[config.mk]
export PLATFORM = sky130hd
export DESIGN_NAME = machine_ctl
export DESIGN_NICKNAME = d
export VERILOG_FILES = /design/src/rtl/machine_ctl.sv
export SDC_FILE = /design/constraint.sdc
export NUM_CORES = 1
export LEC_CHECK = 0
export BUFFER_PORTS_ARGS = -buffer_cell sky130_fd_sc_hd__buf_4
export CORE_MARGIN = 2
export CORE_UTILIZATION = 25
export DETAILED_ROUTE_END_ITERATION = 8
export HOLD_SLACK_MARGIN = 0.1
export PLACE_DENSITY_LB_ADDON = 0.3
export SYNTH_ARGS = -nofsm -noshare
export SYNTH_HDL_FRONTEND = slang
export SYNTH_SLANG_ARGS = --single-unit
[constraint.sdc]
create_clock -name i_clk -period 3.47 [get_ports i_clk]
set_clock_uncertainty 0.2 [all_clocks]
set_input_delay 0.347 -clock i_clk [delete_from_list [all_inputs] [get_ports i_clk]]
set_output_delay 0.347 -clock i_clk [all_outputs]
set_load 0.1 [all_outputs]
[src/rtl/machine_ctl.sv]
// ---------------------------------------------------------------------------
// machine_ctl: instruction-cycle sequencer for the 8-bit RISC CPU.
//
// Locks onto the clock generator's `fetch` phase and then steps through
// eight states, S0..S7, for each instruction. It decodes the opcode captured
// from IR[7:5] into the datapath strobes. It also watches `fetch` for phase
// slips and resynchronises when one occurs.
//
// Ports:
//   i_clk          sequencer clock (clk1 domain), posedge
//   i_reset        synchronous reset, active-low
//   i_fetch        fetch phase: period 8 clk, high 4 clk
//   i_opcode[2:0]  IR[7:5]
//   i_zero         accumulator-zero flag
//   o_inc_pc       PC increment strobe
//   o_load_pc      PC load strobe (jump)
//   o_load_acc     ACC load strobe
//   o_load_ir      IR load strobe
//   o_rd           memory read
//   o_wr           memory write
//   o_datactl_ena  drive ACC onto the data bus
//   o_halt         halt indication
//   o_state[2:0]   current step 0..7 (debug)
//   o_running      locked to fetch and sequencing
//   o_sync_err     sticky fetch misalignment flag
// ---------------------------------------------------------------------------
module machine_ctl #(
  parameter bit HALT_STICKY = 1'b1,
  parameter bit CHECK_SYNC  = 1'b1
) (
  input  logic       i_clk,
  input  logic       i_reset,
  input  logic       i_fetch,
  input  logic [2:0] i_opcode,
  input  logic       i_zero,
  output logic       o_inc_pc,
  output logic       o_load_pc,
  output logic       o_load_acc,
  output logic       o_load_ir,
  output logic       o_rd,
  output logic       o_wr,
  output logic       o_datactl_ena,
  output logic       o_halt,
  output logic [2:0] o_state,
  output logic       o_running,
  output logic       o_sync_err
);

  typedef enum logic [2:0] {S0, S1, S2, S3, S4, S5, S6, S7} state_t;

  localparam logic [2:0] OP_HLT = 3'b000;
  localparam logic [2:0] OP_SKZ = 3'b001;
  localparam logic [2:0] OP_ADD = 3'b010;
  localparam logic [2:0] OP_AND = 3'b011;
  localparam logic [2:0] OP_XOR = 3'b100;
  localparam logic [2:0] OP_LDA = 3'b101;
  localparam logic [2:0] OP_STO = 3'b110;
  localparam logic [2:0] OP_JMP = 3'b111;

  state_t     r_state;
  logic       r_running;
  logic       r_halted;
  logic       r_sync_err;
  logic       r_fetch_d;
  logic [2:0] r_op_q;
  logic       r_zero_q;

  state_t     w_state_nxt;
  logic       w_running_nxt;
  logic       w_halted_nxt;
  logic       w_sync_err_nxt;
  logic [2:0] w_op_nxt;
  logic       w_zero_nxt;
  logic       w_rise;
  logic       w_alu;

  assign w_rise = i_fetch & ~r_fetch_d;

  // State register; everything returns to idle on a low reset at the edge.
  always_ff @(posedge i_clk) begin
    if (!i_reset) begin
      r_state    <= S0;
      r_running  <= 1'b0;
      r_halted   <= 1'b0;
      r_sync_err <= 1'b0;
      r_fetch_d  <= 1'b0;
      r_op_q     <= OP_HLT;
      r_zero_q   <= 1'b0;
    end else begin
      r_state    <= w_state_nxt;
      r_running  <= w_running_nxt;
      r_halted   <= w_halted_nxt;
      r_sync_err <= w_sync_err_nxt;
      r_fetch_d  <= i_fetch;
      r_op_q     <= w_op_nxt;
      r_zero_q   <= w_zero_nxt;
    end
  end

  // Next-state logic. A fetch rise is expected exactly on the S7->S0 edge.
  // A rise anywhere else forces S0. A missing rise at the wrap is flagged,
  // but the wrap still happens. While halted, everything is frozen,
  // including the sync check.
  always_comb begin
    w_state_nxt    = r_state;
    w_running_nxt  = r_running;
    w_halted_nxt   = r_halted;
    w_sync_err_nxt = r_sync_err;
    w_op_nxt       = r_op_q;
    w_zero_nxt     = r_zero_q;
    if (r_halted) begin
      w_state_nxt = r_state;
    end else if (!r_running) begin
      if (w_rise) begin
        w_state_nxt   = S0;
        w_running_nxt = 1'b1;
      end
    end else if (CHECK_SYNC && w_rise && (r_state != S7)) begin
      w_state_nxt    = S0;
      w_sync_err_nxt = 1'b1;
    end else begin
      w_state_nxt = state_t'(3'(r_state + 3'd1));
      if (CHECK_SYNC && (r_state == S7) && !w_rise) begin
        w_sync_err_nxt = 1'b1;
      end
      if (r_state == S2) begin
        w_op_nxt = i_opcode;
      end
      if (r_state == S4) begin
        w_zero_nxt = i_zero;
      end
      // The increment already lands on S4, which is where the state parks.
      if (HALT_STICKY && (r_state == S3) && (r_op_q == OP_HLT)) begin
        w_halted_nxt  = 1'b1;
        w_running_nxt = 1'b0;
      end
    end
  end

  assign w_alu = (r_op_q == OP_ADD) || (r_op_q == OP_AND) ||
                 (r_op_q == OP_XOR) || (r_op_q == OP_LDA);

  // Strobe decode from (state, captured opcode, captured zero). All strobes
  // are silent until the sequencer has locked.
  always_comb begin
    o_inc_pc      = 1'b0;
    o_load_pc     = 1'b0;
    o_load_acc    = 1'b0;
    o_load_ir     = 1'b0;
    o_rd          = 1'b0;
    o_wr          = 1'b0;
    o_datactl_ena = 1'b0;
    o_halt        = 1'b0;
    if (r_halted) begin
      o_halt = 1'b1;
    end else if (r_running) begin
      case (r_state)
        S0: begin
          o_rd      = 1'b1;
          o_load_ir = 1'b1;
        end
        S1: begin
          o_rd      = 1'b1;
          o_load_ir = 1'b1;
          o_inc_pc  = 1'b1;
        end
        S2: begin
          o_rd = 1'b0;
        end
        S3: begin
          o_inc_pc = 1'b1;
          o_halt   = (r_op_q == OP_HLT);
        end
        S4: begin
          o_rd          = w_alu;
          o_load_pc     = (r_op_q == OP_JMP);
          o_datactl_ena = (r_op_q == OP_STO);
        end
        S5: begin
          o_rd          = w_alu;
          o_load_acc    = w_alu;
          o_load_pc     = (r_op_q == OP_JMP);
          o_inc_pc      = (r_op_q == OP_JMP) || ((r_op_q == OP_SKZ) && r_zero_q);
          o_wr          = (r_op_q == OP_STO);
          o_datactl_ena = (r_op_q == OP_STO);
        end
        S6: begin
          o_rd          = w_alu;
          o_datactl_ena = (r_op_q == OP_STO);
        end
        S7: begin
          o_inc_pc = (r_op_q == OP_SKZ) && r_zero_q;
        end
        default: begin
          o_rd = 1'b0;
        end
      endcase
    end
  end

  assign o_state    = r_state;
  assign o_running  = r_running;
  assign o_sync_err = r_sync_err;

endmodule

# ---- Word level (Yosys, flattened, before mapping)
# Cells that the tools add are included.
dict set report word_totals {
  wordCells 85
  inputBits 7
  out_inout_bits 13
  regBits 11
}
dict set report op_classes {
  n_mux 37
  n_eq_ne 15
  reduce_logical 21
  add_sub_neg 1
  n_bitwise 4
}
# op n
set ops {}
lappend ops {{two-way mux 1 bit} 32}
lappend ops {{equality test 3 bit (second input constant)} 8}
lappend ops {{equality test 3 x 2 -> 1 bit (second input constant)} 4}
lappend ops {{two-way mux 3 bit} 3}
lappend ops {{AND reduction 4 bit} 2}
lappend ops {{equality test 3 x 1 -> 1 bit (second input constant)} 2}
lappend ops {{logical NOT 3 bit} 2}
lappend ops {{OR reduction 2 bit} 3}
lappend ops {{logical AND 1 bit} 4}
lappend ops {{logical OR 1 bit} 4}
lappend ops {{nonzero test 2 bit} 2}
lappend ops {{adder 3 x 1 -> 3 bit (second input constant)} 1}
lappend ops {{inequality test 3 bit (second input constant)} 1}
lappend ops {{inverter 1 bit} 3}
lappend ops {{case mux 1 bit (3 select lines)} 1}
lappend ops {{AND reduction 3 bit} 1}
lappend ops {{OR reduction 3 bit} 1}
lappend ops {{case mux 1 bit (2 select lines)} 1}
lappend ops {{AND reduction 2 bit} 1}
lappend ops {{bitwise AND 1 bit} 1}
lappend ops {{logical NOT 1 bit} 1}

# ---- Logic depth before layout (Yosys ltp)
dict set report logic_depth {
  ltp_word 7
  depth_mapped 8
  mapped_depth_nobuf 7
}

# ---- Worst setup path after synthesis
# No wires, ideal clock.
dict set report synth_timing {
  kind {reg2out}
  startpoint {register r_running (netlist: o_running)}
  endpoint {output port o_rd}
  required_ns 2.923
  path_stages_with_launch 4
  setup_slack_ns -1.329
  arrival_time_ns 4.252
  path_buffers 0
  path_cell_list {dfxtp_1 -> nand2b_4 -> nor3_1 -> o21bai_1}
}
dict set report synth_via {
  elab_chain_cells 2
}
# item line_no
set synth_lines {}
lappend synth_lines {{start, declared} 61} ;# logic r_running;
lappend synth_lines {{start signal, assigned} 91} ;# r_running <= w_running_nxt;
lappend synth_lines {{two-way mux 1 bit} 156} ;# end else if (r_running) begin
lappend synth_lines {{two-way mux 1 bit} 154} ;# if (r_halted) begin
lappend synth_lines {{end, declared} 40} ;# output logic o_rd,
# No other way between the ends.

# ---- Worst setup path in the final report
dict set report layout_timing {
  startpoint {register r_state[1] (netlist: o_state[1])}
  endpoint {output port o_halt}
}
dict set report layout_via {
  elab_chain_cells 4
}
# item line_no
set layout_lines {}
lappend layout_lines {{start, declared} 60} ;# state_t r_state;
lappend layout_lines {{start signal, assigned} 90} ;# r_state <= w_state_nxt;
lappend layout_lines {{equality test 3 x 2 -> 1 bit} 157} ;# case (r_state)
lappend layout_lines {{two-way mux 1 bit} 157}
lappend layout_lines {{two-way mux 1 bit} 156}
lappend layout_lines {{two-way mux 1 bit} 154}
lappend layout_lines {{end, declared} 43} ;# output logic o_halt,
# No other way between the ends.

==> results.yml <==
status:
  run_status: "finished, final reports clean"
synth:
  synthDistinctLibCells: 29
  asyncSetResetFlopFracSynth_pct: 0
  syn_inst: 78
  yosysSeqAreaShare_pct: 32.1
  synthFlopType: "dfxtp_1"
  synth_seq_cells: 11
  synth_nets: 92
  synth-edff-count: 0
  synth.yosys.warnings: 0
  post_synthesis_instance_area_um2: 687
  synth_area_per_cell_um2: 8.81
worst_setup_path:
  timing.rr.start: "o_state[1]"
  critical_path_start_end_classification: "reg -> out"
  r2r_setup_slack_ns: 1.15
  series_of_cell_instances_along_the_critical_path: "ha_1 -> ha_1 -> nor4b_1 -> nand2_1 -> nand2b_1 -> buf_4"
  worstSetupStartpointType: "flop"
  critical_path_required_ns: 2.92
  cell_mode_on_critical_path: "ha_1"
  biggest_cell_delay_along_the_critical_path_ns: 0.47
  timing.critical_path.arrival_ns: 2.04
  worst_r2r_endpoint: "r_op_q[2]"
  timing.critical_path.fanout_max: 7
  cell_with_the_largest_stage_delay_on_the_worst_path: "dfxtp_1"
  setup.worst_path.end_class: "primary output"
  worstRegToRegCells: 7
die:
  die_h_um: 56.4
  floorplan.core_area_um2: 2690
  floorplan.rows: 19
  die_width_um: 56.4
  start_util_pct: 25.6
  dieArea_um2: 3180
  pin_count: 20
cts:
  clkLatencyLatePin_ns: 0.27
  clk_pin_slew_worst_paths_ns: 0.08
  max-clock-path-buffers: 2
  post-cts-setup-buffers: 0
  ctsRootBufferMaster: "clkbuf_4"
  tritoncts_clock_tree: "built"
  clock_tree.htree_level_count: 1
  numClockSinks: 11
  numCtsBuffers: 3
route:
  post_detailed_route_count_of_antenna_violating_nets: 0
  drt_iter0_drc: 5
  drcViolationCount: 0
  drt_first_pass_iters: 4
  route.final.wire_length_um: 1530
  route.detailed.wl_per_inst_um: 11.8
  routed_via_density: 4.72
  dr_total_vias: 614
finish:
  number_of_nets_in_the_layout: 114
  antenna_cells_inserted: 0
  layout_common_cells: "buf_4 (19), dfxtp_1 (11), nor2b_1 (8)"
  multiInputGateArea_um2: 452
  fill_cells: 283
  layout_cell_area_excl_fill_um2: 906
  seqCellArea_um2: 220
  leading_cell_type_in_the_layout_fill_and_taps_excluded: "buf_4"
  drive_gt1_share_pct: 29.3
  layout-area-overhead-vs-synth_pct: 31.9
sta:
  max_slew.worst_pin.slew_ns: 0.383
  min_period_over_period_pct: 74.6
  fmax_ghz: 0.386
  rsz0062_at_grt: "no"
  setup_viol: 0
  final-max-slew-violation-count: 0
  timing.final.crit_period_ns: 2.59
  finalHoldViolCount: 0
  slew-limit-headroom_pct: 74.1
  finalHoldWorstSlack_ns: 0.132
power:
  irDropWorstVdd_mv: 0.204
  fin_total_pwr_w: 0.000287
  power.density_cell_area_nw_per_um2: 317
  power.leakage_nw: 0.370
worst_hold_path:
  min_delay_worst_endpoint: "r_zero_q"
  min_path_type: "in -> reg"
  hold_sp: "i_zero"
  hold_path_depth: 3
global_route:
  grt_max_degree: 12
  grt_pass1_wl_um: 2640
  gr-total-overflow: 0
  grt_util_all_layers_pct: 10.7
  antenna_found_initial: 0
  via_count_of_the_first_global_routing_pass: 606
placement:
  placed_cell_area_um2: 868
  placer_s_final_routability_congestion_estimate: 0.824
  dp.final_hpwl_um: 1220
  place.port_buffers: 19
run:
  maxCapViolations: 0
[power by group]
group | switching (W) | internal (W)
clock network | 0.0000441 | 0.0000426
logic | 0.0000471 | 0.0000198
registers | 0.00000437 | 0.000129
total | 0.0000955 | 0.000192
[critical path: cells and delay by family (launching register included)]
kind                       cells  cell delay, ns
and+or+nand+nor                3            0.61
DFF                            1            0.47
adders and majority gates      2            0.40
buffers and inverters          1            0.29
[flip-flops by register name, indices dropped and copies added (netlist names)]
signal,count
o_sync_err,1
r_zero_q,1
r_halted,1
r_op_q,3
r_fetch_d,1
o_state,3
o_running,1
[metal layers]
layer  global-route usage [%]  wire length (um)
met5                        0                 0
met1                     12.9               669
met4                     4.42                27
met2                     16.5               761
met3                     4.84                74
[through the flow]
stage / utilization (%) / std cells / setup WS [ns] / setup TNS (ns)
after floorplan: - / 78 / -0.396 / -0.572
after detailed placement: 32.3 / 125 / 1.17 / 0
final: 33.7 / 130 / 0.881 / 0
after global placement: 32.3 / 125 / 1.21 / 0
after CTS: 33.7 / 130 / 0.854 / 0
after global routing: 33.7 / 130 / 0.712 / 0
[worst max path at each step]
stage                     startpoint        end  slack, ns
after floorplan            o_running       o_rd      -0.40
after global placement    o_state[1]  r_op_q[2]       1.21
after detailed placement  o_state[1]  r_op_q[1]       1.17
after CTS                 o_state[1]     o_halt       0.85
after global routing      o_state[1]     o_halt       0.71
final                     o_state[1]     o_halt       0.88
[repair_timing]
item                      in CTS  in global routing
gates resized for setup        0                  0
hold endpoints to repair       1                  0
hold buffers                   1                  0
[synth_stat cells (all sizes together), types with 2 or more instances]
cell type | number | area [um^2]
inv | 4 | 15.0
nor2b | 8 | 50.1
nor4b | 3 | 26.3
dfxtp | 11 | 220
nor3 | 5 | 25.0
ha | 7 | 87.6
a21oi | 4 | 20.0
o21bai | 2 | 15.0
nand2 | 5 | 18.8
nor2 | 6 | 22.5
mux2i | 4 | 40.0
nand2b | 2 | 20.0
o21a | 2 | 15.0
buf | 2 | 16.3
[layout make-up]
cell class | instances | area share (%)
Inverter | 4 | 1.66
Multi-Input combinational cell | 60 | 49.9
Clock inverter | 1 | 0.552
Sequential cell | 11 | 24.3
Timing Repair Buffer | 20 | 16.9
Tap cell | 31 | 4.28
Clock buffer | 3 | 2.49
[cells by family after synthesis]
logic type      after synthesis  synth area share [%]
xor+xnor                      1                  1.28
simple gates                 37                  32.8
fa+ha+maj                     7                  12.7
mux                           4                  5.83
flops                        11                  32.1
buf+inv                       7                  5.10
compound gates               11                  10.2
(Power assumes the default switching activity.)
